<file path="src/rtl/obtc_pkg.sv">
// obtc_pkg: sha3 word-framing constants and state type, shared by the transmit and receive framing blocks
package obtc_pkg;
  localparam int DATA_W = 64;
  localparam int HASH_WORDS = 4;
  localparam int HASH_W = 256;
  localparam logic [DATA_W-1:0] SHA3_HDR = 64'h8000000000000100;
  typedef enum logic [1:0] {IDLE, DATA, HOLD} h2m_state_t;
endpackage

</file>
<file path="src/rtl/fsm_hash2matrix_if.sv">
// fsm_hash2matrix_if: word stream in from the hash FIFO, digest out to the matrix stage
interface fsm_hash2matrix_if;
  import obtc_pkg::*;
  logic din_valid;
  logic [DATA_W-1:0] din;
  logic din_ready;
  logic hash_ready;
  logic hash_valid;
  logic [HASH_W-1:0] hash_out;
  logic hdr_err;
  logic [31:0] pkt_cnt;
  modport master (
    output din_valid, din, hash_ready,
    input  din_ready, hash_valid, hash_out, hdr_err, pkt_cnt
  );
  modport slave (
    input  din_valid, din, hash_ready,
    output din_ready, hash_valid, hash_out, hdr_err, pkt_cnt
  );
endinterface

</file>
<file path="src/rtl/fsm_hash2matrix.sv">
// fsm_hash2matrix: checks and strips the sha3 header word and assembles the payload into one digest
module fsm_hash2matrix
  import obtc_pkg::*;
(
  input logic clk,
  input logic rst,
  fsm_hash2matrix_if.slave bus
);
  h2m_state_t state;
  logic [1:0] idx;
  logic din_ready_q;
  logic hash_valid_q;
  logic hdr_err_q;
  logic [HASH_W-1:0] hash_q;
  logic [31:0] pkt_cnt_q;
  logic xfer;
  assign xfer = bus.din_valid & din_ready_q;
  assign bus.din_ready = din_ready_q;
  assign bus.hash_valid = hash_valid_q;
  assign bus.hash_out = hash_q;
  assign bus.hdr_err = hdr_err_q;
  assign bus.pkt_cnt = pkt_cnt_q;
  // framing FSM; payload word idx lands at bits {~idx,6'h3f} down, so the first word is the MSW
  always_ff @(posedge clk or posedge rst)
    if (rst) begin
      state <= IDLE;
      idx <= '0;
      din_ready_q <= 1'b0;
      hash_valid_q <= 1'b0;
      hdr_err_q <= 1'b0;
      hash_q <= '0;
      pkt_cnt_q <= '0;
    end else begin
      hdr_err_q <= 1'b0;
      case (state)
        IDLE: begin
          din_ready_q <= 1'b1;
          if (xfer) begin
            if (bus.din == SHA3_HDR) begin
              state <= DATA;
              idx <= '0;
            end else hdr_err_q <= 1'b1;
          end
        end
        DATA: if (xfer) begin
          hash_q[{~idx, 6'h3f} -: DATA_W] <= bus.din;
          idx <= idx + 2'd1;
          if (idx == 2'(HASH_WORDS - 1)) begin
            state <= HOLD;
            din_ready_q <= 1'b0;
            hash_valid_q <= 1'b1;
          end
        end
        HOLD: if (hash_valid_q && bus.hash_ready) begin
          hash_valid_q <= 1'b0;
          pkt_cnt_q <= pkt_cnt_q + 32'd1;
          state <= IDLE;
          din_ready_q <= 1'b1;
        end
        default: state <= IDLE;
      endcase
    end
endmodule
</file>
<file path="src/flat_wrapper.sv">
// flat-port wrapper written by rule: the top's interface ports become plain ports
module fsm_hash2matrix_flat import obtc_pkg::*;
  (clk, rst, bus_din_valid, bus_din, bus_hash_ready, bus_din_ready, bus_hash_valid, bus_hash_out, bus_hdr_err, bus_pkt_cnt);
  fsm_hash2matrix_if bus_i ();
  input logic clk;
  input logic rst;
  input wire logic [$bits(bus_i.din_valid)-1:0] bus_din_valid;
  input wire logic [$bits(bus_i.din)-1:0] bus_din;
  input wire logic [$bits(bus_i.hash_ready)-1:0] bus_hash_ready;
  output wire logic [$bits(bus_i.din_ready)-1:0] bus_din_ready;
  output wire logic [$bits(bus_i.hash_valid)-1:0] bus_hash_valid;
  output wire logic [$bits(bus_i.hash_out)-1:0] bus_hash_out;
  output wire logic [$bits(bus_i.hdr_err)-1:0] bus_hdr_err;
  output wire logic [$bits(bus_i.pkt_cnt)-1:0] bus_pkt_cnt;
  assign bus_i.din_valid = bus_din_valid;
  assign bus_i.din = bus_din;
  assign bus_i.hash_ready = bus_hash_ready;
  assign bus_din_ready = bus_i.din_ready;
  assign bus_hash_valid = bus_i.hash_valid;
  assign bus_hash_out = bus_i.hash_out;
  assign bus_hdr_err = bus_i.hdr_err;
  assign bus_pkt_cnt = bus_i.pkt_cnt;
  fsm_hash2matrix u_core (.clk(clk), .rst(rst), .bus(bus_i));
endmodule
</file>
<file path="config.mk">
export PLATFORM = sky130hd
export DESIGN_NAME = fsm_hash2matrix_flat
export DESIGN_NICKNAME = d
export VERILOG_FILES = /design/src/rtl/obtc_pkg.sv /design/src/rtl/fsm_hash2matrix_if.sv /design/src/rtl/fsm_hash2matrix.sv /design/src/flat_wrapper.sv
export SDC_FILE = /design/constraint.sdc
export NUM_CORES = 1
export LEC_CHECK = 0
export BUFFER_PORTS_ARGS = -buffer_cell sky130_fd_sc_hd__buf_2
export CAP_MARGIN = 20
export CORE_ASPECT_RATIO = 0.5
export CORE_MARGIN = 10
export CORE_UTILIZATION = 45
export CTS_BUF_LIST = sky130_fd_sc_hd__clkbuf_16
export CTS_CLUSTER_DIAMETER = 40
export DETAILED_ROUTE_END_ITERATION = 10
export PLACE_DENSITY_LB_ADDON = 0.05
export SLEW_MARGIN = 20
export SYNTH_ARGS = -nofsm -noshare
export SYNTH_HDL_FRONTEND = slang
export SYNTH_SLANG_ARGS = --single-unit
</file>
<file path="constraint.sdc">
create_clock -name clk -period 10.7 [get_ports clk]
set_input_delay 1.605 -clock clk [delete_from_list [all_inputs] [get_ports clk]]
set_output_delay 1.605 -clock clk [all_outputs]
set_load 0.01 [all_outputs]
</file>
==> results of run 1 <==
## sequential cells by signal, indices dropped and copies added (netlist names)
signal,cells
u_core.bus.din_ready,1
u_core.idx,2
u_core.bus.hash_out,256
u_core.bus.hash_valid,1
u_core.bus.pkt_cnt,32
u_core.state,2
u_core.bus.hdr_err,1
## cell families (layout without fill, tap and decap cells)
group | after synthesis | after routing | synth area share (%)
AND/OR/NAND/NOR | 614 | 614 | 21.07
AO/OA/AOI/OAI | 261 | 261 | 11.04
adder cells (fa/ha/maj) | 5 | 5 | 0.5245
flip-flops | 295 | 295 | 61.90
buffers and inverters | 88 | 424 | 3.105
XOR/XNOR | 31 | 31 | 2.277
multiplexers | 1 | 1 | 0.09441
other | 0 | 1 | 0
## worst max path at each step
stage                             start                        to  slack [ns]
after CTS                   bus_din[44]             u_core.idx[0]        7.49
after floorplan                     rst      u_core.bus.din_ready        0.95
after global routing      bus_din_valid  u_core.bus.hash_out[181]        7.29
after detailed placement    bus_din[44]             u_core.idx[0]        6.91
final                       bus_din[44]             u_core.idx[0]        7.41
after global placement      bus_din[44]             u_core.idx[0]        6.94
## cells in the mapped netlist
library cell,instances
sky130_fd_sc_hd__nor3b_4,1
sky130_fd_sc_hd__nor4_1,15
sky130_fd_sc_hd__and2_2,1
sky130_fd_sc_hd__nor4b_1,2
sky130_fd_sc_hd__nor3b_1,1
sky130_fd_sc_hd__nand3b_1,1
sky130_fd_sc_hd__dfrtp_1,295
sky130_fd_sc_hd__nand3_1,14
sky130_fd_sc_hd__inv_1,4
sky130_fd_sc_hd__nand4_1,13
sky130_fd_sc_hd__clkbuf_1,63
sky130_fd_sc_hd__nor4_4,1
sky130_fd_sc_hd__buf_4,1
sky130_fd_sc_hd__nand2_1,537
sky130_fd_sc_hd__a32oi_1,1
sky130_fd_sc_hd__clkbuf_2,1
sky130_fd_sc_hd__o21ai_1,1
sky130_fd_sc_hd__nand4b_4,1
sky130_fd_sc_hd__nor3_1,2
sky130_fd_sc_hd__and2_1,1
sky130_fd_sc_hd__xnor2_1,24
sky130_fd_sc_hd__mux2_2,1
sky130_fd_sc_hd__ha_1,5
sky130_fd_sc_hd__nor2_1,13
sky130_fd_sc_hd__xor2_1,7
sky130_fd_sc_hd__buf_2,16
sky130_fd_sc_hd__o21ai_0,257
sky130_fd_sc_hd__a22o_1,1
sky130_fd_sc_hd__a22oi_1,1
sky130_fd_sc_hd__and4_1,3
sky130_fd_sc_hd__nor4_2,1
sky130_fd_sc_hd__buf_6,2
sky130_fd_sc_hd__and3_1,7
sky130_fd_sc_hd__buf_1,1
## per-stage QoR
| stage | instances | worst slack [ns] | utilization, % | cell area, um^2 |
|---|---|---|---|---|
| 5_1_grt | 1976 | 7.292 | 57.98 | 14870 |
| 3_3_place_gp | 1921 | 6.943 | 54.32 | 13930 |
| 2_1_floorplan | 1295 | 0.9475 | - | 11930 |
| 6_report | 1976 | 7.409 | 57.98 | 14870 |
| 3_5_place_dp | 1921 | 6.911 | 54.32 | 13930 |
| 4_1_cts | 1975 | 7.491 | 57.93 | 14860 |
## layer usage
| metal | wire [um] | track usage, % |
|---|---|---|
| met4 | 900 | 5.424 |
| met3 | 2575 | 5.558 |
| met1 | 17360 | 30.14 |
| met2 | 19930 | 39.89 |
| met5 | 13 | 0 |
## worst register-to-register path, delay by kind of cell (launching register included)
kind / cells / cell delay [ns]
AO/OA/AOI/OAI: 1 / 0.10
buffers and inverters: 1 / 0.50
flip-flops: 1 / 0.41
AND/OR/NAND/NOR: 4 / 1.35
## placed cells by master (no fill, tap or decap), types with 2 or more instances in the layout
master	instances
sky130_fd_sc_hd__ha_1	5
sky130_fd_sc_hd__nor4_1	15
sky130_fd_sc_hd__clkinv_4	4
sky130_fd_sc_hd__nor3_1	2
sky130_fd_sc_hd__xor2_1	7
sky130_fd_sc_hd__o21ai_0	257
sky130_fd_sc_hd__nor2_4	4
sky130_fd_sc_hd__and3_1	7
sky130_fd_sc_hd__nor2_1	9
sky130_fd_sc_hd__nor4b_1	2
sky130_fd_sc_hd__buf_4	7
sky130_fd_sc_hd__inv_1	11
sky130_fd_sc_hd__clkinv_1	2
sky130_fd_sc_hd__nand3_1	14
sky130_fd_sc_hd__nand2_4	3
sky130_fd_sc_hd__nand2_1	533
sky130_fd_sc_hd__clkinv_2	5
sky130_fd_sc_hd__clkinvlp_4	3
sky130_fd_sc_hd__xnor2_1	24
sky130_fd_sc_hd__buf_2	358
sky130_fd_sc_hd__clkbuf_16	31
sky130_fd_sc_hd__dfrtp_1	295
sky130_fd_sc_hd__and4_1	3
sky130_fd_sc_hd__nand4_1	13
## report_power, final
group          total [uW]  internal [uW]  switching [uW]  leakage [uW]
Sequential           1120           1120          0.0739       0.00412
Clock                1000            549             454      0.000478
Combinational        69.8           13.7            56.1       0.00315
## cell type report
class	instances	area, um^2	share of cell area [%]
Tap cell	344	430.4	2.894
Clock buffer	31	775.7	5.217
Inverter	4	22.52	0.1515
Timing Repair Buffer	366	1864	12.54
Multi-Input combinational cell	912	4243	28.53
Antenna cell	1	2.502	0.01683
Sequential cell	295	7382	49.64
Clock inverter	23	150.1	1.010
==> results.md, run 1 <==
| Item | Reported | Unit |
|:---|:---|:---|
| Result of the run | completed | - |
| Detail-routed via count per cell | 5.075 | - |
| Share of the clock period used by the worst path after layout | 30.76 | % |
| Startpoint of the lowest-slack register-to-register path | u_core.bus.din_ready | - |
| Number of cell rows | 41 | - |
| Endpoint with the worst hold slack | u_core.bus.pkt_cnt[31] | - |
| Final WL | 40780 | um |
| Die width | 250.2 | um |
| Number of buffers created by CTS | 30 | - |
| Full die area | 33810 | um^2 |
| Slew margin rel. | 33.54 | % |
| Drc violations | 0 | - |
| Residual overflow from global routing | 0 | - |
| Kind of cell adding the most delay to the critical path | simple AND/OR/NAND/NOR gates | - |
| Maximum buffer depth of the clock tree | 3 | - |
| Starting Density | 46.50 | % |
| DIE HEIGHT | 135.1 | um |
| CTS tree | built | - |
| Worst reg2reg endpoint | u_core.bus.hash_out[137] | - |
| Total buffers and inverters traversed by the critical path | 1 | - |
| Hold Vio Cnt, Final | 0 | - |
| Critical path cell sequence | buf_2 > nor4_1 > nand4_1 > nor4_2 > o21ai_1 > mux2_2 | - |
| Leading area contributor after synthesis | sky130_fd_sc_hd__dfrtp_1 | - |
| Port Buffers | 358 | - |
| HP Start | u_core.bus.pkt_cnt[31] | - |
| Average wire per standard cell | 20.64 | um |
| Number of primary I/O pins | 359 | - |
| Delay of the slowest cell on the worst path | 0.64 | ns |
| Worst reg2reg setup slack | 8.19 | ns |
| Synthesized net count | 1368 | - |
| Critical path required time | 11.14 | ns |
| Highest Clock Rate | 0.3038 | GHz |
| Root buffer cell | sky130_fd_sc_hd__clkbuf_16 | - |
| Count of cell types in the netlist | 34 | - |
| RSZ-0062 raised after global routing | no | - |
| Number of setup violations in the final report | 0 | - |
| Vias in the first global route | 10.15k | - |
| Number of maximum-capacitance constraint violations | 0 | - |
| Core area | 25650 | um^2 |
| Setup Skew | 0.01042 | ns |
| Buffers inserted during post-CTS setup optimization | 0 | - |
| Number of inserted filler cells in the final layout | 2367 | - |
| Count of nets after finishing | 1682 | - |
| Cells on Worst Hold Path | 1 | - |
| Clk slew on worst S/H paths | 0.06 | ns |
| Routability-driven placement congestion ratio | 0.8253 | - |
| Category of the most critical setup path | in -> reg | - |
| Post-synthesis sequential area ratio | 61.90 | % |
| Startpoint type of the worst setup path | primary input | - |
| Pwr per Cell Area | 147.1 | nW/um^2 |
| Post-synth top area share | 61.90 | % |
| Slowest cell on the critical path | sky130_fd_sc_hd__nor4_1 | - |
| Overall fraction of global-route tracks in use | 23.51 | % |
| Initial antenna violation count | 2 | - |
| Number of optimization iterations in the first detailed-route pass | 5 | - |
| Dpl hpwl | 29520 | um |
| CP Max Fanout | 5 | - |
| Cts-stage hold buffer count | 0 | - |
| Post-synth design cell area | 11930 | um^2 |
| Leakage dissipation | 0.007747 | uW |
| Pin count of the biggest net entering global routing | 180 | - |
| Total negative slack for setup checks | 0 | ns |
| Total via count after detailed routing | 10.03k | - |
| Flip-flop and latch count after synthesis | 295 | - |
| Hold WC Path Type | reg -> reg | - |
| Worst reg2reg path depth | 6 | - |
| Fraction of layout instances using a drive strength above 1 | 26.06 | % |
| Slew at the pin closest to its max-slew limit | 0.9968 | ns |
| Total of warnings raised by yosys | 0 | - |
| Total chip power | 2188 | uW |
| Cell types with the largest area share after synthesis | sky130_fd_sc_hd__dfrtp_1 62%, sky130_fd_sc_hd__nand2_1 17%, sky130_fd_sc_hd__o21ai_0 11%, sky130_fd_sc_hd__clkbuf_1 2.0%, sky130_fd_sc_hd__xnor2_1 1.8% | - |
| Fin Hold WS | 0.4721 | ns |
| Highest ir drop seen on vdd | 130.3 | uV |
| First-iteration detailed-routing DRC count | 946 | - |
| Area added between synthesis and finish | 24.69 | % |
| Time the final worst path needs with I/O delays and setup | 3.291 | ns |
| Gate count of the mapped netlist | 1295 | - |
| Source-to-sink clock delay at the later pin of the worst-skew pair | 0.56 | ns |
| Final count of pins violating max slew | 0 | - |
| Mean area per synthesized cell | 9.210 | um^2 |
| Logic depth of the worst setup path including buffers | 6 | - |
| Number of antenna-violating nets in the routed design | 0 | - |
| Clock sink count | 295 | - |
| H-tree levels | 1 | - |
| Worst setup EP type | register | - |
| Global-route wire length before repair | 62880 | um |
| Arrival time reported for the critical path endpoint | 3.73 | ns |
| Cts repair resizes | 0 | - |
No activity file was read; power rests on OpenSTA's default activity.
==> run 2: changes to the inputs <==
clock period = 3.3 ns   (was 10.7 ns; I/O delays follow)
==> run 2 against run 1 <==
Against the previous run: largest power group is now clock; combinational power rose to 3.7 times the previous value; die area did not move; non-clock buffer count rose by 19; clock-buffer cell count did not move; sequential power rose to 3.2 times the previous value; critical endpoint is now u_core.bus.hash_out[169]; critical path depth did not move; global-route usage rose by 0.81 points; worst setup slack got worse by 6.3 ns; final cell count rose by 1.1%; design area rose by 3.0%; hold slack got worse by 0.26 ns; routed wire length rose by 3.1%; highest routed layer is now met4.
==> results.md, run 2 (synthesis gave the netlist of run 1 again) <==
| Item | Reported | Unit |
|:---|:---|:---|
| Number of inserted filler cells in the final layout | 2272 | - |
| CP Max Fanout | 66 | - |
| Maximum buffer depth of the clock tree | 3 | - |
| Arrival time reported for the critical path endpoint | 2.67 | ns |
| Endpoint with the worst hold slack | u_core.bus.hash_out[155] | - |
| Residual overflow from global routing | 0 | - |
| Share of the clock period used by the worst path after layout | 67.70 | % |
| Share of power burned in the clock network | 48.7 | % |
| Startpoint of the lowest-slack register-to-register path | u_core.bus.din_ready | - |
| Time the final worst path needs with I/O delays and setup | 2.234 | ns |
| Number of optimization iterations in the first detailed-route pass | 5 | - |
| Starting Density | 46.50 | % |
| Critical path required time | 3.74 | ns |
| Overall fraction of global-route tracks in use | 24.32 | % |
| Category of the most critical setup path | reg -> reg | - |
| Worst reg2reg path depth | 6 | - |
| Cts repair resizes | 0 | - |
| Utilization after layout | 59.71 | % |
| Leakage dissipation | 0.007932 | uW |
| Startpoint of the worst setup timing path | u_core.bus.din_ready | - |
| Dpl cells | 1938 | - |
| DIE HEIGHT | 135.1 | um |
| RSZ-0062 raised after global routing | no | - |
| Worst reg2reg setup slack | 1.07 | ns |
| Number of cell rows | 41 | - |
| Clock sink count | 295 | - |
| Total via count after detailed routing | 10.33k | - |
| Most common library cell in the layout ignoring fill and taps | sky130_fd_sc_hd__nand2_1 | - |
| Number of antenna-violating nets in the routed design | 0 | - |
| Non-filler instance count after layout | 1997 | - |
| Highest Clock Rate | 0.4476 | GHz |
| Number of buffers created by CTS | 31 | - |
| Proportion of power drawn by combinational gates | 3.4 | % |
| Worst reg2reg endpoint | u_core.bus.hash_out[169] | - |
| Average wire per standard cell | 21.05 | um |
| Count of nets after finishing | 1702 | - |
| Worst setup EP type | register | - |
| Fraction of layout instances using a drive strength above 1 | 27.40 | % |
| Clk slew on worst S/H paths | 0.07 | ns |
| Post-Place Worst Slack | 0.8083 | ns |
| Area added between synthesis and finish | 28.41 | % |
| Core area | 25650 | um^2 |
| Hold Vio Cnt, Final | 0 | - |
| Most frequent cells in the layout | 533 x sky130_fd_sc_hd__nand2_1, 358 x sky130_fd_sc_hd__buf_2, 295 x sky130_fd_sc_hd__dfrtp_1 | - |
| Drc violations | 0 | - |
| Net switching power | 1791 | uW |
| Result of the run | completed | - |
| Setup Skew | 0.01470 | ns |
| Cell area reported after detailed placement | 14220 | um^2 |
| Highest ir drop seen on vdd | 403.9 | uV |
| H-tree levels | 1 | - |
| First-iteration detailed-routing DRC count | 857 | - |
| Full die area | 33810 | um^2 |
| Dpl hpwl | 30960 | um |
| Die width | 250.2 | um |
| Hold WC Path Type | in -> reg | - |
| Pin count of the biggest net entering global routing | 95 | - |
| Number of setup violations in the final report | 0 | - |
| Port Buffers | 358 | - |
| Number of maximum-capacitance constraint violations | 0 | - |
| Flip-flop count of the largest register, all copies and words added | 256 | - |
| Relative contribution of sequential cells to total power | 47.9 | % |
| Post-route cell area | 15310 | um^2 |
| Routability-driven placement congestion ratio | 0.8097 | - |
| HP Start | bus_din[27] | - |
| Detail-routed via count per cell | 5.171 | - |
| Net switching share of the total power | 23.74 | % |
| Fin Hold WS | 0.2169 | ns |
| Initial antenna violation count | 0 | - |
| Number of primary I/O pins | 359 | - |
| Pwr per Cell Area | 492.8 | nW/um^2 |
| Diodes inserted | 0 | - |
| Startpoint type of the worst setup path | register | - |
| Cells on Worst Hold Path | 3 | - |
| Root buffer cell | sky130_fd_sc_hd__clkbuf_16 | - |
| Final WL | 42040 | um |
| Source-to-sink clock delay at the later pin of the worst-skew pair | 0.57 | ns |
| Slew margin rel. | 42.91 | % |
| Worst path setup slack after routing | 1.066 | ns |
| CTS tree | built | - |
| Slew at the pin closest to its max-slew limit | 0.8486 | ns |
| Final count of pins violating max slew | 0 | - |
| Internal power | 5756 | uW |
| Global-route wire length before repair | 64440 | um |
| Vias in the first global route | 10.27k | - |
## run 2: layer usage
layer,GRT usage (%),up-vias,share of wire [%]
met3,5.367,63,6.6
met5,0,-,0
li1,-,4911,-
met2,40.22,337,48
met1,31.61,5015,43
met4,7.421,0,3.0
## run 2: per-stage QoR
stage	setup TNS, ns	power, uW
after floorplan	-328.08	3761
after global placement	0	3937
after detailed placement	0	3942
after CTS	0	7597
after global routing	0	7793
final	0	7547
## run 2: power by group through the flow
| stage | registers (uW) | logic, uW | clock network [uW] |
|---|---|---|---|
| after floorplan | 3690 | 74.0 | 0 |
| after global placement | 3680 | 252 | 0 |
| after detailed placement | 3680 | 257 | 0 |
| after CTS | 3620 | 257 | 3720 |
| after global routing | 3610 | 281 | 3900 |
| final | 3620 | 255 | 3680 |
## run 2: worst max path at each step
| stage | end | slack (ns) | cells past startpoint |
|---|---|---|---|
| floorplan | u_core.bus.din_ready | -1.11 | 1 |
| global placement | u_core.idx[0] | 0.78 | 6 |
| detailed placement | u_core.idx[0] | 0.81 | 7 |
| CTS | u_core.bus.hash_out[170] | 1.07 | 6 |
| global route | u_core.bus.hash_out[177] | 0.90 | 6 |
| finish | u_core.bus.hash_out[169] | 1.07 | 6 |
## run 2: timing repair
action	CTS	global route
setup buffers	0	0
hold buffers	0	1
endpoints found under the hold margin	0	2
## run 2: worst max-delay path: stages (launching register included)
cell and delay [ns]:
sky130_fd_sc_hd__dfrtp_1 0.42, sky130_fd_sc_hd__nand2_1 0.16, sky130_fd_sc_hd__nor3b_4 0.50, sky130_fd_sc_hd__nand2_4 0.46, sky130_fd_sc_hd__buf_12 0.34, sky130_fd_sc_hd__nand2_1 0.10, sky130_fd_sc_hd__o21ai_0 0.08
## run 2: area by class of cell
class                   instances  area [um^2]  share of cell area [%]
clock inverters                26        289.0                   1.887
inverters                       4        18.77                  0.1225
clock buffers                  31        775.7                   5.065
flip-flops and latches        295         7382                   48.20
well taps                     344        430.4                   2.810
repair buffers                385         2185                   14.26
multi-input cells             912         4234                   27.65
